### src/rtl/fir_pkg.sv
// Shared widths, FSM encoding and default coefficients
// for the parametrised symmetric FIR.
package fir_pkg;

   typedef enum logic {
      IDLE = 1'b0,
      LOAD = 1'b1
   } state_t;

   localparam logic [23:0] COEF_DEFAULT = {8'sd3, 8'sd2, 8'sd1};

   function automatic int clog2(input int v);
      int r;
      r = 0;
      while ((1 << r) < v) r++;
      return r;
   endfunction

   function automatic int sum_w(input int dw, input int cw, input int nc);
      return dw + 1 + cw + clog2(nc);
   endfunction

endpackage

### src/rtl/fir_sat.sv
// Signed saturation from IN_W down to OUT_W,
// with a flag raised whenever the value is clipped.
module fir_sat #(
   parameter int IN_W  = 19,
   parameter int OUT_W = 11
) (
   input  logic signed [IN_W-1:0]  wide,
   output logic signed [OUT_W-1:0] narrow,
   output logic                    clip
);

   generate
      if (IN_W > OUT_W) begin : g_clip
         localparam logic signed [IN_W-1:0] MAXV =
            {{(IN_W-OUT_W+1){1'b0}}, {(OUT_W-1){1'b1}}};
         localparam logic signed [IN_W-1:0] MINV = ~MAXV;

         always_comb begin
            narrow = wide[OUT_W-1:0];
            clip   = 1'b0;
            if (wide > MAXV) begin
               narrow = {1'b0, {(OUT_W-1){1'b1}}};
               clip   = 1'b1;
            end else if (wide < MINV) begin
               narrow = {1'b1, {(OUT_W-1){1'b0}}};
               clip   = 1'b1;
            end
         end
      end else begin : g_pass
         assign narrow = OUT_W'(wide);
         assign clip   = 1'b0;
      end
   endgenerate

endmodule

### src/rtl/fir_sym_param.sv
// Even-length symmetric FIR, two-stage pipeline, with serial
// coefficient reload through an atomically committed shadow bank.
module fir_sym_param
   import fir_pkg::*;
#(
   parameter int DATA_W = 8,
   parameter int COEF_W = 8,
   parameter int NTAPS  = 6,
   parameter int OUT_W  = 11,
   parameter logic [(NTAPS/2)*COEF_W-1:0] COEF_INIT = COEF_DEFAULT
) (
   input  logic                     clk,
   input  logic                     reset_n,
   input  logic signed [DATA_W-1:0] x_n,
   input  logic                     s_valid,
   input  logic                     s_set_coeffs,
   output logic signed [OUT_W-1:0]  y_n,
   output logic                     y_valid,
   output logic                     y_sat,
   output logic                     coef_done
);

   localparam int NC     = NTAPS / 2;
   localparam int PRE_W  = DATA_W + 1;
   localparam int PROD_W = PRE_W + COEF_W;
   localparam int SUM_W  = sum_w(DATA_W, COEF_W, NC);
   localparam int IDX_W  = (NC > 1) ? clog2(NC) : 1;

   state_t state, state_nx;
   logic [IDX_W-1:0] idx, wr_idx;
   logic armed, accept, load_wr, commit;

   logic signed [COEF_W-1:0] coef   [NC];
   logic signed [COEF_W-1:0] shadow [NC];
   logic signed [DATA_W-1:0] tap    [NTAPS];
   logic signed [PRE_W-1:0]  pre    [NC];
   logic signed [PROD_W-1:0] prod   [NC];

   logic v0, v1;
   logic signed [SUM_W-1:0] sum;
   logic signed [OUT_W-1:0] sat_y;
   logic sat_f;

   always_ff @(posedge clk or negedge reset_n) begin
      if (!reset_n) state <= IDLE;
      else          state <= state_nx;
   end

   always_comb begin
      state_nx = state;
      accept   = 1'b0;
      load_wr  = 1'b0;
      wr_idx   = idx;
      unique case (state)
         IDLE: begin
            wr_idx = '0;
            if (s_set_coeffs) load_wr = armed;
            else              accept  = s_valid;
         end
         LOAD: begin
            if (s_set_coeffs) load_wr  = 1'b1;
            else              state_nx = IDLE;
         end
      endcase
      commit = load_wr && (wr_idx == IDX_W'(NC - 1));
      if (load_wr) state_nx = commit ? IDLE : LOAD;
   end

   // A commit disarms loading until s_set_coeffs is seen low.
   always_ff @(posedge clk or negedge reset_n) begin
      if (!reset_n) begin
         idx       <= '0;
         armed     <= 1'b1;
         coef_done <= 1'b0;
         for (int k = 0; k < NC; k++) begin
            coef[k]   <= COEF_INIT[k*COEF_W +: COEF_W];
            shadow[k] <= '0;
         end
      end else begin
         coef_done <= commit;
         if (!s_set_coeffs) armed <= 1'b1;
         else if (commit)   armed <= 1'b0;
         if (load_wr) begin
            shadow[wr_idx] <= COEF_W'(x_n);
            idx            <= wr_idx + IDX_W'(1);
         end
         if (commit) begin
            for (int k = 0; k < NC; k++) begin
               if (IDX_W'(k) == wr_idx) coef[k] <= COEF_W'(x_n);
               else                     coef[k] <= shadow[k];
            end
         end
      end
   end

   always_comb begin
      for (int k = 0; k < NC; k++) begin
         pre[k] = PRE_W'(tap[k]) + PRE_W'(tap[NTAPS-1-k]);
      end
   end

   always_comb begin
      sum = '0;
      for (int k = 0; k < NC; k++) begin
         sum = sum + SUM_W'(prod[k]);
      end
   end

   fir_sat #(
      .IN_W  (SUM_W),
      .OUT_W (OUT_W)
   ) u_sat (
      .wide   (sum),
      .narrow (sat_y),
      .clip   (sat_f)
   );

   always_ff @(posedge clk or negedge reset_n) begin
      if (!reset_n) begin
         for (int i = 0; i < NTAPS; i++) tap[i] <= '0;
         for (int k = 0; k < NC; k++) prod[k] <= '0;
         v0      <= 1'b0;
         v1      <= 1'b0;
         y_n     <= '0;
         y_valid <= 1'b0;
         y_sat   <= 1'b0;
      end else begin
         if (accept) begin
            tap[0] <= x_n;
            for (int i = 1; i < NTAPS; i++) tap[i] <= tap[i-1];
         end
         v0 <= accept;
         if (v0) begin
            for (int k = 0; k < NC; k++) begin
               prod[k] <= PROD_W'(pre[k]) * PROD_W'(coef[k]);
            end
         end
         v1      <= v0;
         y_valid <= v1;
         if (v1) begin
            y_n   <= sat_y;
            y_sat <= sat_f;
         end
      end
   end

endmodule

### config.mk
export PLATFORM = sky130hd
export DESIGN_NAME = fir_sym_param
export DESIGN_NICKNAME = d
export VERILOG_FILES = /design/src/rtl/fir_pkg.sv /design/src/rtl/fir_sat.sv /design/src/rtl/fir_sym_param.sv
export SDC_FILE = /design/constraint.sdc
export NUM_CORES = 1
export LEC_CHECK = 0
export CELL_PAD_IN_SITES_DETAIL_PLACEMENT = 1
export CELL_PAD_IN_SITES_GLOBAL_PLACEMENT = 1
export CORE_MARGIN = 3
export CORE_UTILIZATION = 40
export CTS_BUF_LIST = sky130_fd_sc_hd__clkbuf_4 sky130_fd_sc_hd__clkbuf_8 sky130_fd_sc_hd__clkbuf_16
export DETAILED_ROUTE_END_ITERATION = 8
export PLACE_DENSITY_LB_ADDON = 0.25
export SLEW_MARGIN = 5
export SYNTH_ARGS = -nofsm -noshare
export SYNTH_HDL_FRONTEND = slang
export SYNTH_HIERARCHICAL = 1
export SYNTH_SLANG_ARGS = --single-unit
### constraint.sdc
create_clock -name clk -period 8 [get_ports clk]
set_input_delay 1.6 -clock clk [delete_from_list [all_inputs] [get_ports clk]]
set_output_delay 1.6 -clock clk [all_outputs]
set_load 0.005 [all_outputs]
==> flow_metrics.env, run 1 <==
export IMPL_status="complete, no violations"
export IMPL_grt_overflow_total=0
export IMPL_vias=10905
export IMPL_rr_worst_depth=22
export IMPL_cts_made_buffers=17
export IMPL_synth_top_cell_area_share_pct=25.1
export IMPL_synth_distinct_cells=56
export IMPL_min_to="armed$_DFFE_PN1P_"
export IMPL_crit_required_ns=8.34
export IMPL_yosysMostFrequentCell="inv_1"
export IMPL_drive_above_1_share_pct=5.15
export IMPL_grt_pass1_vias=12041
export IMPL_drt_wl_total_um=39500
export IMPL_critPathCaptureType="flop"
export IMPL_ys_seq_area_share_pct=24.4
export IMPL_hold_buffers=0
export IMPL_area_delta_synth_final_pct=8.64
export IMPL_path_cells="ha_1 -> inv_1 -> fa_1 -> nor2b_1 -> o21ai_1 -> a21boi_1 -> o31ai_4 -> a31oi_2 -> nand2b_1 -> fa_1 -> inv_1 -> fa_1 -> fa_1 -> inv_1 -> fa_1 -> inv_1 -> ha_1 -> a2111o_1 -> o221ai_1 -> a32oi_1 -> xnor2_1 -> mux2_2"
export IMPL_startpoint_type="flop"
export IMPL_cts_tree="yes"
export IMPL_path_class="reg -> reg"
export IMPL_die_h_um=208
export IMPL_io_pins=26
export IMPL_cp_arrival_ns=6.59
export IMPL_synth_nets=1961
export IMPL_rrSetupSlack_ns=1.75
export IMPL_clkSinkCount=159
export IMPL_synth_cell_area_um2=16400
export IMPL_critPathMaxFanout=9
export IMPL_worst_path_max_delay_cell="fa_1"
export IMPL_viasPerCell=5.06
export IMPL_place_gp_congestion=0.803
export IMPL_ys_dominant_reg_cell="dfrtp_1"
export IMPL_initialDrtViolationCount=450
export IMPL_maxSlewViolCount=0
export IMPL_drt_first_pass_iters=5
export IMPL_hold_violations=0
export IMPL_finalSetupTns_ns=0
export IMPL_portBuffers=25
export IMPL_relSlewSlack_pct=21.4
export IMPL_synth_async_sr_flop_share_pct=100
export IMPL_cts_resized=0
export IMPL_fp_dieW_um=208
export IMPL_remaining_drc_errors=0
export IMPL_floorplan_die_area_um2=43400
export IMPL_clk_pin_slew_ns=0.07
export IMPL_initial_core_util_pct=40.8
export IMPL_tightestPinTransition_ns=1.17
export IMPL_hold_class="reg -> reg"
export IMPL_yosysWarnings=6
export IMPL_htreeDepth=4
export IMPL_postCtsSetupBuffers=0
export IMPL_clock_fmax_mhz=160
export IMPL_skew_ns=0.0111
export IMPL_grt_max_degree=71
export IMPL_hold_depth=2
export IMPL_synth_seq_cells=159
export IMPL_drv_cap=0
export IMPL_synth_area_leaders="fa_1 25%, dfrtp_1 24%, ha_1 10%, inv_1 6.2%, mux2_1 5.5%"
export IMPL_synth_top_cell_by_area="fa_1"
export IMPL_ant_nets=0
export IMPL_grtUsageTotal_pct=19.0
export IMPL_hp_start="armed$_DFFE_PN1P_"
export IMPL_worstReg2RegStart="tap[8]$_DFFE_PN0P_"
export IMPL_critPathMaxStageDelay_ns=0.55
export IMPL_core_area_um2=40100
export IMPL_antenna_found_initial=0
export IMPL_rows=73
export IMPL_reg2reg_to="prod[33]$_DFFE_PN0P_"
export IMPL_syn_inst=1608
export IMPL_grt_pass1_wl_um=65700
export IMPL_period_share_pct=78.1
export IMPL_rsz0062_at_grt="no"
export IMPL_syn_area_per_cell_um2=10.2
export IMPL_cpMostUsedCell="fa_1"
export IMPL_antenna_cells=0
export IMPL_wire_per_inst_um=18.3
export IMPL_cts_root_buf="clkbuf_16"
export IMPL_synth_edff_count=0
export IMPL_synthTopCellsByCount="269 x inv_1, 205 x fa_1, 154 x dfrtp_1"
export IMPL_setup_viol=0
export IMPL_clk_latency_ns=0.46
export IMPL_hpwl_um=32200
export IMPL_nets=1971
export IMPL_clock_path_buffers=2
export IMPL_period_needed_ns=6.25
-- metal layers --
layer | up-vias | GRT usage (%) | wire (um)
met3 | 34 | 2.52 | 894
met4 | 0 | 4.98 | 754
met2 | 113 | 32.4 | 19200
li1 | 5201 | - | -
met5 | - | 0 | 0
met1 | 5557 | 25.7 | 18600
-- worst max path at each step --
stage / from / endpoint / slack (ns) / cells after the start
after CTS: tap[8]$_DFFE_PN0P_ / prod[33]$_DFFE_PN0P_ / 1.78 / 22
after global placement: tap[16]$_DFFE_PN0P_ / prod[16]$_DFFE_PN0P_ / 1.99 / 22
after global routing: tap[8]$_DFFE_PN0P_ / prod[33]$_DFFE_PN0P_ / 1.41 / 22
final: tap[8]$_DFFE_PN0P_ / prod[33]$_DFFE_PN0P_ / 1.75 / 22
after detailed placement: tap[8]$_DFFE_PN0P_ / prod[33]$_DFFE_PN0P_ / 1.81 / 22
after floorplan: tap[8]$_DFFE_PN0P_ / prod[33]$_DFFE_PN0P_ / 2.28 / 22
-- metrics by stage --
stage / hold slack, ns / cell area [um^2] / worst slack, ns / utilization [%] / instances
6_report: 0.481 / 17800 / 1.75 / 44.3 / 2156
5_1_grt: 0.511 / 17800 / 1.41 / 44.3 / 2156
4_1_cts: 0.485 / 17800 / 1.78 / 44.3 / 2156
3_5_place_dp: 0.472 / 17200 / 1.81 / 42.8 / 2124
3_3_place_gp: 0.459 / 17200 / 1.99 / 42.8 / 2124
2_1_floorplan: 0.390 / 16400 / 2.28 / - / 1608
-- cell usage in the layout, fill, tap and decap left out, types with 4 or more instances in the layout --
| cell | netlist | layout |
|---|---|---|
| nand2b_1 | 13 | 13 |
| dfstp_2 | 5 | 5 |
| nor2_1 | 44 | 44 |
| fa_1 | 205 | 205 |
| a211o_1 | 5 | 5 |
| ha_1 | 136 | 136 |
| a31oi_1 | 7 | 7 |
| inv_1 | 269 | 269 |
| mux2_1 | 80 | 80 |
| nor3_1 | 6 | 6 |
| clkbuf_16 | 0 | 17 |
| a211oi_1 | 7 | 7 |
| xnor2_1 | 55 | 55 |
| o21ai_1 | 45 | 45 |
| mux2_2 | 33 | 33 |
| o21ai_0 | 14 | 14 |
| a21oi_1 | 46 | 46 |
| nor2b_1 | 27 | 27 |
| o2111ai_1 | 5 | 5 |
| a21o_1 | 20 | 20 |
| nand3_1 | 21 | 21 |
| xor2_1 | 20 | 20 |
| nand2_1 | 144 | 144 |
| buf_4 | 2 | 6 |
| mux2i_1 | 18 | 18 |
| dfrtp_1 | 154 | 153 |
| and2_1 | 109 | 109 |
| inv_6 | 0 | 4 |
| o21a_1 | 21 | 21 |
| clkdlybuf4s50_1 | 0 | 24 |
| a2bb2oi_1 | 10 | 10 |
-- cells by family after synthesis --
group	count (synthesis)	share of synthesized area (%)
AO/OA/AOI/OAI	205	8.22
XOR/XNOR	75	4.02
adder cells (fa/ha/maj)	341	35.5
buffers and inverters	313	7.28
flip-flops	159	24.4
multiplexers	131	8.88
AND/OR/NAND/NOR	384	11.7
-- state kept, by name, indices dropped and copies added (netlist names) --
register	cells
y_n	11
v1	1
state	1
shadow	16
coef_done	1
tap	48
idx	2
v0	1
y_sat	1
y_valid	1
prod	51
coef	24
armed	1
-- cell type report --
cell class	count	area (um^2)
inverters	273	1030
fillers	4406	22300
clock inverters	14	179
repair buffers	31	297
multi-input cells	1136	11200
flip-flops and latches	159	3990
clock buffers	18	439
well taps	525	657
-- worst max-delay path, delay by kind of cell (launching register included) --
family,cells,cell delay (ns)
XOR/XNOR,1,0.15
adder cells (fa/ha/maj),7,2.90
buffers and inverters,4,0.25
flip-flops,1,0.39
multiplexers,1,0.26
AO/OA/AOI/OAI,7,1.77
AND/OR/NAND/NOR,2,0.41
Power of run 1 is not shown: default switching activity piles up to over one toggle a cycle in this logic, so the estimate is an artifact.
==> run 2: changes to the inputs <==
==> constraint.sdc (replaced) <==
create_clock -name clk -period 5.7 [get_ports clk]
set_input_delay 1.14 -clock clk [delete_from_list [all_inputs] [get_ports clk]]
set_output_delay 1.14 -clock clk [all_outputs]
set_load 0.005 [all_outputs]
==> run 2 against run 1 <==
  * Critical path depth is 2 higher
  * Sequential cell count unchanged
  * Die area did not move
  * Final cell count up 5.4%
  * Count of clock-buffer cells in the layout shrank 1
  * First-iteration DRC count up 10%
  * Via count rose by 6.0%
  * Final area rose by 9.5%
  * Worst hold slack worse by 0.0081 ns
  * Clock skew is 0.0017 ns lower
  * Worst setup slack worse by 1.7 ns
  * Global-route usage grew 0.66 points
  * Highest routed layer unchanged
==> flow_metrics.env, run 2 (synthesized netlist as in run 1, its figures left out) <==
export IMPL_status="complete, no violations"
export IMPL_antenna_cells=0
export IMPL_wire_per_inst_um=18.6
export IMPL_floorplan_die_area_um2=43400
export IMPL_clock_path_buffers=2
export IMPL_tightestPinTransition_ns=1.15
export IMPL_nets=2088
export IMPL_grt_overflow_total=0
export IMPL_largest_reg_flops=51
export IMPL_hpwl_um=32800
export IMPL_cts_tree="yes"
export IMPL_fp_dieW_um=208
export IMPL_portBuffers=25
export IMPL_cp_arrival_ns=5.95
export IMPL_startpoint_type="flop"
export IMPL_remaining_drc_errors=0
export IMPL_clk_pin_slew_ns=0.07
export IMPL_cts_made_buffers=17
export IMPL_rsz0062_at_grt="yes"
export IMPL_antenna_found_initial=0
export IMPL_final_common_cell="inv_1"
export IMPL_crit_required_ns=6.05
export IMPL_viasPerCell=5.09
export IMPL_hold_buffers=0
export IMPL_drive_above_1_share_pct=19.5
export IMPL_cts_root_buf="clkbuf_16"
export IMPL_maxSlewViolCount=0
export IMPL_top_register="prod"
export IMPL_htreeDepth=4
export IMPL_path_class="reg -> reg"
export IMPL_initialDrtViolationCount=497
export IMPL_skew_ns=0.00936
export IMPL_critPathCaptureType="flop"
export IMPL_drt_wl_total_um=42300
export IMPL_critPathMaxFanout=7
export IMPL_place_gp_congestion=0.841
export IMPL_clock_fmax_mhz=178
export IMPL_grtUsageTotal_pct=19.7
export IMPL_rows=73
export IMPL_layout_common_cells="256 x inv_1, 194 x fa_1, 151 x dfrtp_1"
export IMPL_clk_latency_ns=0.46
export IMPL_grt_max_degree=103
export IMPL_relSlewSlack_pct=23.0
export IMPL_placed_area_um2=17800
export IMPL_hold_class="reg -> reg"
export IMPL_ant_nets=0
export IMPL_fin_hold_ws_ns=0.473
export IMPL_drt_first_pass_iters=4
export IMPL_design_area_um2=19500
export IMPL_period_share_pct=98.3
export IMPL_initial_core_util_pct=40.8
export IMPL_area_delta_synth_final_pct=18.9
export IMPL_period_needed_ns=5.60
export IMPL_setup_viol=0
export IMPL_drv_cap=0
export IMPL_hold_violations=0
export IMPL_vias=11562
export IMPL_grt_pass1_wl_um=68500
export IMPL_die_h_um=208
export IMPL_reg_largest_list="prod x51, tap x48, coef x24"
export IMPL_finalSetupTns_ns=0
export IMPL_clkSinkCount=159
export IMPL_io_pins=26
export IMPL_grt_pass1_vias=12659
export IMPL_core_area_um2=40100
[run 2: what timing repair did]
action                     4_1_cts  5_1_grt
setup endpoints to repair       19       23
gates cloned                     0        0
gates resized for setup         36      123
setup buffers                    6       20
pin swaps                       18       93
[run 2: critical path, stage by stage, from the launching register on]
cell and delay [ns]:
dfrtp_1 0.37, ha_2 0.20, inv_2 0.04, fa_2 0.36, nor2b_2 0.13, o21ai_2 0.07, a21boi_2 0.23, o21ai_1 0.09
or3b_4 0.31, buf_4 0.13, nand3_2 0.07, fa_1 0.53, inv_2 0.06, fa_2 0.47, fa_1 0.49, inv_1 0.05
fa_1 0.51, inv_2 0.05, ha_4 0.23, o21a_1 0.17, o21a_1 0.20, o221ai_2 0.19, a32oi_1 0.14, xnor2_1 0.14
mux2_2 0.26
[run 2: layout make-up]
| cell class | instances | area, um^2 |
|---|---|---|
| multi-input cells | 1136 | 12000 |
| well taps | 525 | 657 |
| clock buffers | 17 | 425 |
| flip-flops and latches | 159 | 3990 |
| fillers | 4376 | 20600 |
| clock inverters | 15 | 178 |
| repair buffers | 148 | 1190 |
| inverters | 273 | 1030 |
[run 2: metrics by stage]
stage	instances	setup WS (ns)	utilization (%)
2_1_floorplan	1608	0.0626	-
3_3_place_gp	2215	-0.0694	44.5
3_5_place_dp	2215	-0.215	44.5
4_1_cts	2253	0.00178	46.6
5_1_grt	2273	-0.154	48.5
6_report	2273	0.0968	48.5
[run 2: path summary, 6_finish.rpt]
check,cells past startpoint,startpoint,end,slack [ns]
worst max-delay path,24,tap[32]$_DFFE_PN0P_,prod[33]$_DFFE_PN0P_,0.1
worst min-delay path,2,armed$_DFFE_PN1P_,armed$_DFFE_PN1P_,0.47
worst max register to register,24,tap[32]$_DFFE_PN0P_,prod[33]$_DFFE_PN0P_,0.1
worst min register to register,2,armed$_DFFE_PN1P_,armed$_DFFE_PN1P_,0.47
max in group asynchronous,2,reset_n,tap[17]$_DFFE_PN0P_,3.88
min in group asynchronous,1,reset_n,prod[6]$_DFFE_PN0P_,0.79
[run 2: layer usage]
layer / share of wire [%] / vias up / global-route usage, %
li1: - / 5426 / -
met1: 46 / 5982 / 26.7
met2: 50 / 116 / 33.3
met3: 1.8 / 38 / 2.34
met4: 2.1 / 0 / 5.81
met5: 0 / - / 0
Power of run 2 is left out for the same reason.
==> run 3: changes to the inputs <==
--- a/config.mk
+++ b/config.mk
@@ -5,6 +5,7 @@
 export SDC_FILE = /design/constraint.sdc
 export NUM_CORES = 1
 export LEC_CHECK = 0
+export CAP_MARGIN = 20
 export CELL_PAD_IN_SITES_DETAIL_PLACEMENT = 1
 export CELL_PAD_IN_SITES_GLOBAL_PLACEMENT = 1
 export CORE_MARGIN = 3
==> run 3 against run 2 <==
  * Count of clock-buffer cells in the layout unchanged
  * Utilization about the same
  * Clock skew about the same
  * Non-clock buffer count up 1
  * Global-route usage is the same
  * Fmax fell by 0.13%
  * Worst hold slack hardly changed
  * Critical path depth did not move
  * Sequential share of layout area is essentially flat
  * Largest cell class unchanged
==> flow_metrics.env, run 3 (synthesized netlist as in run 1, its figures left out) <==
export IMPL_status="complete, no violations"
export IMPL_viasPerCell=5.08
export IMPL_grtUsageTotal_pct=19.7
export IMPL_placed_area_um2=17800
export IMPL_cts_tree="yes"
export IMPL_nets=2089
export IMPL_crit_required_ns=6.05
export IMPL_top_register="prod"
export IMPL_ant_nets=0
export IMPL_worstReg2RegStart="tap[32]$_DFFE_PN0P_"
export IMPL_hold_violations=0
export IMPL_drt_first_pass_iters=5
export IMPL_io_pins=26
export IMPL_critPathCaptureType="flop"
export IMPL_path_class="reg -> reg"
export IMPL_wire_per_inst_um=18.6
export IMPL_portBuffers=25
export IMPL_antenna_found_initial=0
export IMPL_final_common_cell="inv_1"
export IMPL_reg2reg_to="prod[33]$_DFFE_PN0P_"
export IMPL_rsz0062_at_grt="yes"
export IMPL_startpoint_type="flop"
export IMPL_largest_reg_flops=51
export IMPL_layout_common_cells="256 x inv_1, 194 x fa_1, 151 x dfrtp_1"
export IMPL_clock_path_buffers=2
export IMPL_remaining_drc_errors=0
export IMPL_htreeDepth=4
export IMPL_clock_fmax_mhz=178
export IMPL_cts_root_buf="clkbuf_16"
export IMPL_skew_ns=0.00945
export IMPL_grt_pass1_vias=12659
export IMPL_path_cells="ha_2 -> inv_2 -> fa_2 -> nor2b_2 -> o21ai_2 -> a21boi_2 -> o21ai_1 -> or3b_4 -> buf_4 -> nand3_2 -> fa_1 -> inv_2 -> fa_2 -> fa_1 -> inv_1 -> fa_1 -> inv_2 -> ha_4 -> o21a_1 -> o21a_1 -> o221ai_2 -> a32oi_1 -> xnor2_1 -> mux2_2"
export IMPL_tightestPinTransition_ns=1.02
export IMPL_cp_arrival_ns=5.96
export IMPL_period_share_pct=98.4
export IMPL_fp_dieW_um=208
export IMPL_clk_pin_slew_ns=0.07
export IMPL_reg_largest_list="prod x51, tap x48, coef x24"
export IMPL_rows=73
export IMPL_worst_path_max_delay_cell="fa_1"
export IMPL_area_delta_synth_final_pct=19.0
export IMPL_drt_wl_total_um=42300
export IMPL_clk_latency_ns=0.46
export IMPL_multi_input_area_um2=12000
export IMPL_core_area_um2=40100
export IMPL_hp_start="armed$_DFFE_PN1P_"
export IMPL_hold_depth=2
export IMPL_fill_cells=4379
export IMPL_cts_made_buffers=17
export IMPL_initialDrtViolationCount=519
export IMPL_hpwl_um=32800
export IMPL_maxSlewViolCount=0
export IMPL_setup_ws_ns=0.0897
export IMPL_grt_pass1_wl_um=68500
export IMPL_vias=11554
export IMPL_critPathMaxFanout=7
export IMPL_design_area_um2=19500
export IMPL_grt_overflow_total=0
export IMPL_drive_above_1_share_pct=19.5
export IMPL_drv_cap=0
export IMPL_path_delay_family="adder cells"
export IMPL_relSlewSlack_pct=32.3
export IMPL_hold_class="reg -> reg"
export IMPL_rr_worst_depth=24
export IMPL_initial_core_util_pct=40.8
export IMPL_grt_max_degree=103
export IMPL_period_needed_ns=5.61
export IMPL_min_to="armed$_DFFE_PN1P_"
export IMPL_rrSetupSlack_ns=0.09
export IMPL_die_h_um=208
export IMPL_setup_viol=0
export IMPL_place_ws_ns=-0.215
export IMPL_cp_num_buf_inv=5
export IMPL_cp_depth=24
export IMPL_fin_hold_ws_ns=0.473
export IMPL_critPathMaxStageDelay_ns=0.53
export IMPL_layout_area_seq_um2=3990
export IMPL_clkSinkCount=159
export IMPL_antenna_cells=0
export IMPL_finalSetupTns_ns=0
export IMPL_floorplan_die_area_um2=43400
export IMPL_place_gp_congestion=0.841
-- run 3: cell types whose count changed in the layout (fill, tap and decap cells not counted) --
cell	delta
clkbuf_4	+1
-- run 3: stage by stage --
| step | util, % | instances |
|---|---|---|
| finish | 48.5 | 2274 |
| global route | 48.5 | 2274 |
| CTS | 46.6 | 2253 |
| detailed placement | 44.5 | 2215 |
| global placement | 44.5 | 2215 |
| floorplan | - | 1608 |
-- run 3: how the worst max path moves through the flow --
stage | start | end | slack (ns)
after floorplan | tap[8]$_DFFE_PN0P_ | prod[33]$_DFFE_PN0P_ | 0.06
after global placement | tap[8]$_DFFE_PN0P_ | prod[33]$_DFFE_PN0P_ | -0.07
after detailed placement | tap[16]$_DFFE_PN0P_ | prod[16]$_DFFE_PN0P_ | -0.21
after CTS | tap[8]$_DFFE_PN0P_ | prod[30]$_DFFE_PN0P_ | 0.002
after global routing | tap[32]$_DFFE_PN0P_ | prod[33]$_DFFE_PN0P_ | -0.15
final | tap[32]$_DFFE_PN0P_ | prod[33]$_DFFE_PN0P_ | 0.09
-- run 3: cell type report --
class,instances,area share [%]
multi-input cells,1136,61.6
flip-flops and latches,159,20.5
repair buffers,149,6.13
inverters,273,5.27
well taps,525,3.38
clock buffers,17,2.19
clock inverters,15,0.913
-- run 3: repair_timing --
| item | 4_1_cts | 5_1_grt |
|---|---|---|
| gates cloned | 0 | 0 |
| gates resized for setup | 36 | 123 |
| pin swaps | 18 | 93 |
| hold buffers | 0 | 0 |
| buffers inserted | 6 | 20 |
| setup endpoints to repair | 19 | 23 |
-- run 3: tightest hold or removal path: stages (launching register included) --
cell and delay (ns):
dfstp_2 0.37, inv_1 0.04, o21ai_0 0.06
-- run 3: routing by layer --
| layer | share of wire (%) | global-route usage, % |
|---|---|---|
| met5 | 0 | 0 |
| met4 | 2.1 | 5.81 |
| met3 | 1.7 | 2.34 |
| met2 | 50 | 33.3 |
| met1 | 46 | 26.7 |
Power of run 3 is left out for the same reason.
